**config.mk**
```make
export PLATFORM = sky130hd
export DESIGN_NAME = tx_seq_recorder_flat
export DESIGN_NICKNAME = d
export VERILOG_FILES = /design/src/rtl/tx_seq_recorder_pkg.sv /design/src/rtl/tx_seq_recorder_if.sv /design/src/rtl/tx_seq_recorder_mem.sv /design/src/rtl/tx_seq_recorder.sv /design/src/flat_wrapper.sv
export SDC_FILE = /design/constraint.sdc
export NUM_CORES = 1
export LEC_CHECK = 0
export CAP_MARGIN = 20
export CORE_MARGIN = 2
export CORE_UTILIZATION = 30
export DETAILED_ROUTE_END_ITERATION = 8
export GPL_ROUTABILITY_DRIVEN = 0
export SYNTH_ARGS = -nofsm -noshare
export SYNTH_HDL_FRONTEND = slang
export SYNTH_SLANG_ARGS = --single-unit
```
**constraint.sdc**
```tcl
create_clock -name clk -period 7 [get_ports clk]
set_clock_uncertainty 0.05 [all_clocks]
set_input_delay 1.4 -clock clk [delete_from_list [all_inputs] [get_ports clk]]
set_output_delay 1.4 -clock clk [all_outputs]
set_load 0.01 [all_outputs]
```
**src/rtl/tx_seq_recorder_pkg.sv**
```systemverilog
// tx_seq_recorder_pkg: source encoding and burst limits shared by the tx arbiter and its sequence recorder
package Tx_Arbiter_Package;
    typedef enum logic [2:0] {
        NO_REQ     = 3'd0,
        A2P_1      = 3'd1,
        A2P_2      = 3'd2,
        MASTER     = 3'd3,
        RX_CFG_CPL = 3'd4,
        RX_ERR     = 3'd5
    } Tx_Arbiter_Sources_t;
    localparam int MAX_WR = 4;
    localparam int MAX_RD = 2;
    function automatic logic in_range(logic [2:0] mode, int max_n);
        return mode != 3'd0 && int'(mode) <= max_n;
    endfunction
endpackage

```
**src/rtl/tx_seq_recorder_if.sv**
```systemverilog
// tx_seq_recorder_if: push/pop bus between the tx arbiter and the sequence recorder
interface Tx_Arbiter_Sequence_Recorder
    import Tx_Arbiter_Package::*;
#(
    parameter int FIFO_DEPTH = 4,
    parameter int ADDR_WIDTH = $clog2(FIFO_DEPTH)
);
    logic                  wr_en;
    logic [2:0]            wr_mode;
    Tx_Arbiter_Sources_t   wr_data_1;
    Tx_Arbiter_Sources_t   wr_data_2;
    Tx_Arbiter_Sources_t   wr_data_3;
    Tx_Arbiter_Sources_t   wr_data_4;
    logic                  rd_en;
    logic [1:0]            rd_mode;
    Tx_Arbiter_Sources_t   rd_data_1;
    Tx_Arbiter_Sources_t   rd_data_2;
    logic                  empty;
    logic                  full;
    logic [ADDR_WIDTH:0]   available;
    modport TX_ARBITER_SEQUENCE_RECORDER (
        output wr_en, wr_mode, wr_data_1, wr_data_2, wr_data_3, wr_data_4, rd_en, rd_mode,
        input  rd_data_1, rd_data_2, empty, full, available
    );
    modport SEQUENCE_RECORDER_TX_ARBITER (
        input  wr_en, wr_mode, wr_data_1, wr_data_2, wr_data_3, wr_data_4, rd_en, rd_mode,
        output rd_data_1, rd_data_2, empty, full, available
    );
endinterface

```
**src/rtl/tx_seq_recorder_mem.sv**
```systemverilog
// tx_seq_recorder_mem: circular register file, four consecutive write slots and two show-ahead reads
module tx_seq_recorder_mem
    import Tx_Arbiter_Package::*;
#(
    parameter int FIFO_DEPTH = 4,
    parameter int ADDR_WIDTH = $clog2(FIFO_DEPTH)
) (
    input  logic                clk,
    input  logic [MAX_WR-1:0]   we,
    input  logic [ADDR_WIDTH-1:0] wr_ptr,
    input  Tx_Arbiter_Sources_t wr_data [MAX_WR],
    input  logic [ADDR_WIDTH-1:0] rd_ptr,
    output Tx_Arbiter_Sources_t rd_data [MAX_RD]
);
    Tx_Arbiter_Sources_t mem [FIFO_DEPTH];
    always_ff @(posedge clk)
        for (int i = 0; i < MAX_WR; i++)
            if (we[i]) mem[wr_ptr + ADDR_WIDTH'(i)] <= wr_data[i];
    always_comb
        for (int i = 0; i < MAX_RD; i++)
            rd_data[i] = mem[rd_ptr + ADDR_WIDTH'(i)];
endmodule

```
**src/rtl/tx_seq_recorder.sv**
```systemverilog
// tx_seq_recorder: multi-push/multi-pop source-order FIFO; bursts that do not fit are rejected whole
module tx_seq_recorder
    import Tx_Arbiter_Package::*;
#(
    parameter int FIFO_DEPTH = 4,
    parameter int ADDR_WIDTH = $clog2(FIFO_DEPTH)
) (
    input  logic clk,
    input  logic arst_n,
    Tx_Arbiter_Sequence_Recorder.SEQUENCE_RECORDER_TX_ARBITER bus,
    output logic ovf_err,
    output logic udf_err
);
    localparam int CW = ADDR_WIDTH + 1;
    localparam logic [CW-1:0] DEPTH = CW'(FIFO_DEPTH);
    logic [ADDR_WIDTH-1:0] wr_ptr, rd_ptr;
    logic [CW-1:0]         count, avail, wr_num, rd_num;
    logic                  wr_req, rd_req, wr_ok, rd_ok;
    logic [MAX_WR-1:0]     we;
    Tx_Arbiter_Sources_t   wr_data [MAX_WR];
    Tx_Arbiter_Sources_t   rd_data [MAX_RD];
    assign avail   = DEPTH - count;
    assign wr_data = '{bus.wr_data_1, bus.wr_data_2, bus.wr_data_3, bus.wr_data_4};
    // fit checks use start-of-cycle occupancy; a same-cycle pop never makes room for a push
    always_comb begin
        wr_req = bus.wr_en && in_range(bus.wr_mode, MAX_WR);
        rd_req = bus.rd_en && in_range({1'b0, bus.rd_mode}, MAX_RD);
        wr_ok  = wr_req && CW'(bus.wr_mode) <= avail;
        rd_ok  = rd_req && CW'(bus.rd_mode) <= count;
        wr_num = wr_ok ? CW'(bus.wr_mode) : '0;
        rd_num = rd_ok ? CW'(bus.rd_mode) : '0;
        for (int i = 0; i < MAX_WR; i++)
            we[i] = wr_ok && int'(bus.wr_mode) > i;
    end
    always_ff @(posedge clk or negedge arst_n) begin
        if (!arst_n) begin
            wr_ptr  <= '0;
            rd_ptr  <= '0;
            count   <= '0;
            ovf_err <= 1'b0;
            udf_err <= 1'b0;
        end else begin
            wr_ptr  <= wr_ptr + ADDR_WIDTH'(wr_num);
            rd_ptr  <= rd_ptr + ADDR_WIDTH'(rd_num);
            count   <= count + wr_num - rd_num;
            ovf_err <= wr_req && !wr_ok;
            udf_err <= rd_req && !rd_ok;
        end
    end
    tx_seq_recorder_mem #(.FIFO_DEPTH(FIFO_DEPTH), .ADDR_WIDTH(ADDR_WIDTH)) u_mem (
        .clk     (clk),
        .we      (we),
        .wr_ptr  (wr_ptr),
        .wr_data (wr_data),
        .rd_ptr  (rd_ptr),
        .rd_data (rd_data)
    );
    assign bus.empty     = count == '0;
    assign bus.full      = count == DEPTH;
    assign bus.available = avail;
    assign bus.rd_data_1 = count == '0 ? NO_REQ : rd_data[0];
    assign bus.rd_data_2 = count < CW'(2) ? NO_REQ : rd_data[1];
endmodule

```
**src/flat_wrapper.sv**
```systemverilog
// flat-port wrapper written by rule: the top's interface ports become plain ports
module tx_seq_recorder_flat import Tx_Arbiter_Package::*;
#(
    parameter int FIFO_DEPTH = 4,
    parameter int ADDR_WIDTH = $clog2(FIFO_DEPTH)
)
  (clk, arst_n, ovf_err, udf_err, bus_wr_en, bus_wr_mode, bus_wr_data_1, bus_wr_data_2, bus_wr_data_3, bus_wr_data_4, bus_rd_en, bus_rd_mode, bus_rd_data_1, bus_rd_data_2, bus_empty, bus_full, bus_available);
  Tx_Arbiter_Sequence_Recorder #(.FIFO_DEPTH(FIFO_DEPTH), .ADDR_WIDTH(ADDR_WIDTH)) bus_i ();
  input  logic clk;
  input  logic arst_n;
  output logic ovf_err;
  output logic udf_err;
  input wire logic [$bits(bus_i.wr_en)-1:0] bus_wr_en;
  input wire logic [$bits(bus_i.wr_mode)-1:0] bus_wr_mode;
  input wire logic [$bits(bus_i.wr_data_1)-1:0] bus_wr_data_1;
  input wire logic [$bits(bus_i.wr_data_2)-1:0] bus_wr_data_2;
  input wire logic [$bits(bus_i.wr_data_3)-1:0] bus_wr_data_3;
  input wire logic [$bits(bus_i.wr_data_4)-1:0] bus_wr_data_4;
  input wire logic [$bits(bus_i.rd_en)-1:0] bus_rd_en;
  input wire logic [$bits(bus_i.rd_mode)-1:0] bus_rd_mode;
  output wire logic [$bits(bus_i.rd_data_1)-1:0] bus_rd_data_1;
  output wire logic [$bits(bus_i.rd_data_2)-1:0] bus_rd_data_2;
  output wire logic [$bits(bus_i.empty)-1:0] bus_empty;
  output wire logic [$bits(bus_i.full)-1:0] bus_full;
  output wire logic [$bits(bus_i.available)-1:0] bus_available;
  assign bus_i.wr_en = bus_wr_en;
  assign bus_i.wr_mode = bus_wr_mode;
  assign bus_i.wr_data_1 = bus_wr_data_1;
  assign bus_i.wr_data_2 = bus_wr_data_2;
  assign bus_i.wr_data_3 = bus_wr_data_3;
  assign bus_i.wr_data_4 = bus_wr_data_4;
  assign bus_i.rd_en = bus_rd_en;
  assign bus_i.rd_mode = bus_rd_mode;
  assign bus_rd_data_1 = bus_i.rd_data_1;
  assign bus_rd_data_2 = bus_i.rd_data_2;
  assign bus_empty = bus_i.empty;
  assign bus_full = bus_i.full;
  assign bus_available = bus_i.available;
  tx_seq_recorder #(.FIFO_DEPTH(FIFO_DEPTH), .ADDR_WIDTH(ADDR_WIDTH)) u_core (.clk(clk), .arst_n(arst_n), .bus(bus_i), .ovf_err(ovf_err), .udf_err(udf_err));
endmodule
```
==> implementation parameters <==
Parameter                              Value

GRT
  Global-route met2 utilization    23.1%
  Number of antenna violations at the first check in global routing    0
  Largest net degree at the start of global routing    19
  Busiest metal layer after global routing    met2
  M3 GR Usage    0.978%
  Global routing usage summed across all routing layers    13.8%
  Met1 Usage GRT    18.5%
  Via count of the first global-routing pass    1525
  Global-route wire length before repair    7270 µm
  Overall overflow remaining after global route    0

Routing
  Count of antenna-violating nets left after detailed routing    0
  Detailed Route WL    4220 µm
  Total via count in the routed design    1550
  1st-iter DRT viols    139
  DR WL/cell    13.9 µm
  Average vias per placed instance    5.10
  1st-pass router iterations    4
  DR DRC count    0

STA
  Setup tns final    0 ns
  Max-slew violations    0
  Fin crit period    4.68 ns
  Worst Slack Setup Final    2.32 ns
  Worst slew pin tran    0.677 ns
  Hold Slack    0.651 ns
  Setup repair after global routing missed its margin    false
  Peak Freq    214 MHz
  Final hold viol count    0
  Final clock period utilization by the worst path    66.9%
  Number of endpoints failing setup at the final stage    0
  Max_slew headroom    54.7%

Clocking
  TritonCTS Sinks    21
  CTS-repair resized insts    0
  CTS Root Buffer Type    sky130_fd_sc_hd__clkbuf_8
  Setup bufs post-CTS    0
  Later-pin clock latency in the skew report    0.26 ns
  H-tree depth    1
  Maximum number of buffers from clock root to sink    2
  Number of buffers inserted for hold repair after clock tree synthesis    0
  CTS buffer count    3
  Register clock-pin slew on the reported worst setup and hold paths    0.07 ns
  TritonCTS clock tree    done

Placement
  Final HPWL DP    3400 µm
  I/O Buffers    33
  Worst slack, placed    2.06 ns

Final layout
  Diodes inserted    0
  Layout Nets    266
  Share of layout cells above drive strength 1    9.61%
  Signed area change from the synthesized netlist to the final layout    23.1%

Critical path
  CP Data Required Time    7.14 ns
  Critical Setup Path Class    in -> reg
  Largest driver fanout on the critical path    12
  Type of origin of the critical path    input port
  Crit end category    flip-flop
  Worst endpoint data arrival time    4.82 ns

Floorplanning
  Num ports    34
  Horizontal die dimension    82.2 µm
  Initial core utilization    31.0%
  Total die area    6760 µm²
  Height of the die    82.2 µm
  Cell Rows    28
  CORE AREA    5920 µm²

Synthesis
  Count of state elements after synthesis    21
  Synthesized area per cell    9.13 µm²
  Most numerous cell types in the synthesized netlist    sky130_fd_sc_hd__nand2_1 (20), sky130_fd_sc_hd__inv_1 (17), sky130_fd_sc_hd__nor2_1 (16), sky130_fd_sc_hd__ha_1 (13), sky130_fd_sc_hd__o21ai_0 (13)
  Synth top area cells    sky130_fd_sc_hd__edfxtp_1 (20%), sky130_fd_sc_hd__dfrtp_1 (12%), sky130_fd_sc_hd__ha_1 (8.9%), sky130_fd_sc_hd__mux4_2 (7.4%), sky130_fd_sc_hd__nand2_1 (4.1%)
  Most repeated cell in the gate-level netlist after synthesis    sky130_fd_sc_hd__nand2_1
  Warning count from the yosys run    0
  Post-Syn Nets    237
  Top FF cell, synth    sky130_fd_sc_hd__edfxtp_1
  Post-synth ARST share    42.9%
  Number of enable-type register cells in the synthesized netlist    12
  Synthesized instance count    201
  Distinct cell type count of the synthesized netlist    43
  Most area-hungry cell type in the Yosys netlist    sky130_fd_sc_hd__edfxtp_1
  Cell area after synthesis    1830 µm²
  Sequential share of the synthesized area    31.9%
  Yosys top cell area share    19.6%

Run
  Max-cap check violation count    0

Outcome
  Result of the run    finished clean

Power
  Power Dens Cells    398 nW/µm²
  Total power    0.898 mW
  Leakage    0.891 nW
  Maximum ir drop on the vdd rail    0.167 mV

Hold path
  Worst Hold Class    reg -> reg
state kept, by name (all words and copies together), names as in the netlist:
signal,flops
u_core.count,3
u_core.ovf_err,1
u_core.rd_ptr,2
u_core.u_mem.mem,12
u_core.udf_err,1
u_core.wr_ptr,2
path summary, 6_finish.rpt:
check	startpoint	cells past startpoint	slack, ns	end
max	bus_wr_mode[2]	11	2.32	u_core.count[2]$_DFF_PN0_
min	u_core.count[2]$_DFF_PN0_	3	0.65	u_core.udf_err$_DFF_PN0_
max reg2reg	u_core.count[0]$_DFF_PN0_	13	3.12	u_core.count[2]$_DFF_PN0_
min reg2reg	u_core.count[2]$_DFF_PN0_	3	0.65	u_core.udf_err$_DFF_PN0_
max in group asynchronous	arst_n	1	5.22	u_core.count[0]$_DFF_PN0_
min in group asynchronous	arst_n	1	1.39	u_core.udf_err$_DFF_PN0_
power by group:
| group | leakage, nW | internal, mW | switching [mW] |
|---|---|---|---|
| Combinational | 0.650 | 0.287 | 0.286 |
| Sequential | 0.219 | 0.184 | 0.0638 |
| Clock | 0.0228 | 0.0405 | 0.0359 |
stage by stage:
step	instances	util [%]	instance area [µm²]
floorplan	201	-	1830
global placement	300	37.4	2210
detailed placement	300	37.4	2210
CTS	304	38.1	2260
global route	304	38.1	2260
finish	304	38.1	2260
per-layer routing:
layer  part of all wire [%]  wire length (µm)  up-vias
met4                    2.2                91        0
met2                     45              1900       60
met3                    4.5               189        6
met5                      0                 0        -
li1                       -                 -      788
met1                     48              2030      696
area by class of cell:
cell class / count / area [µm²]
multi-input cells: 154 / 1140
inverters: 17 / 63.8
well taps: 75 / 93.8
flip-flops and latches: 21 / 586
repair buffers: 33 / 330
clock buffers: 4 / 45.0
fillers: 601 / 3660
worst max-delay path: stages:
cell	delay, ns
sky130_fd_sc_hd__clkdlybuf4s50_1	0.70
sky130_fd_sc_hd__ha_1	0.33
sky130_fd_sc_hd__and3b_2	0.21
sky130_fd_sc_hd__o21a_1	0.36
sky130_fd_sc_hd__nor2_1	0.29
sky130_fd_sc_hd__nand2_1	0.14
sky130_fd_sc_hd__fa_1	0.48
sky130_fd_sc_hd__fa_1	0.44
sky130_fd_sc_hd__xnor2_1	0.17
sky130_fd_sc_hd__xnor2_1	0.15
sky130_fd_sc_hd__xnor2_1	0.14
cell usage in the layout (no fill, tap or decap), types with 2 or more instances in the layout:
cell	count
sky130_fd_sc_hd__a22o_1	3
sky130_fd_sc_hd__fa_1	2
sky130_fd_sc_hd__dfrtp_1	9
sky130_fd_sc_hd__nor2_1	16
sky130_fd_sc_hd__ha_1	13
sky130_fd_sc_hd__xnor2_1	6
sky130_fd_sc_hd__a31oi_1	4
sky130_fd_sc_hd__inv_1	17
sky130_fd_sc_hd__clkdlybuf4s50_1	33
sky130_fd_sc_hd__nand3_1	4
sky130_fd_sc_hd__o32ai_1	4
sky130_fd_sc_hd__nor2b_1	8
sky130_fd_sc_hd__a21oi_1	9
sky130_fd_sc_hd__nand2_1	20
sky130_fd_sc_hd__nand2b_1	4
sky130_fd_sc_hd__a21o_1	3
sky130_fd_sc_hd__o21ai_0	13
sky130_fd_sc_hd__edfxtp_1	12
sky130_fd_sc_hd__o22ai_1	3
sky130_fd_sc_hd__or2_2	2
sky130_fd_sc_hd__nor3_2	3
sky130_fd_sc_hd__clkbuf_8	3
sky130_fd_sc_hd__o221ai_1	2
sky130_fd_sc_hd__o31ai_1	2
sky130_fd_sc_hd__a22o_2	2
sky130_fd_sc_hd__xor2_1	2
sky130_fd_sc_hd__nor3_1	10
sky130_fd_sc_hd__mux4_2	6
cells by family (layout without fill, tap and decap cells):
group | Yosys count | in the layout | synth area share, %
buffers and inverters | 26 | 54 | 5.93
adders and majority gates | 15 | 15 | 11.1
and+or+nand+nor | 72 | 72 | 20.5
DFF | 21 | 21 | 31.9
muxes | 6 | 6 | 7.37
AOI/OAI and AO/OA | 53 | 53 | 19.4
xor gates and xnor gates | 8 | 8 | 3.82
(Power assumes the default switching activity.)
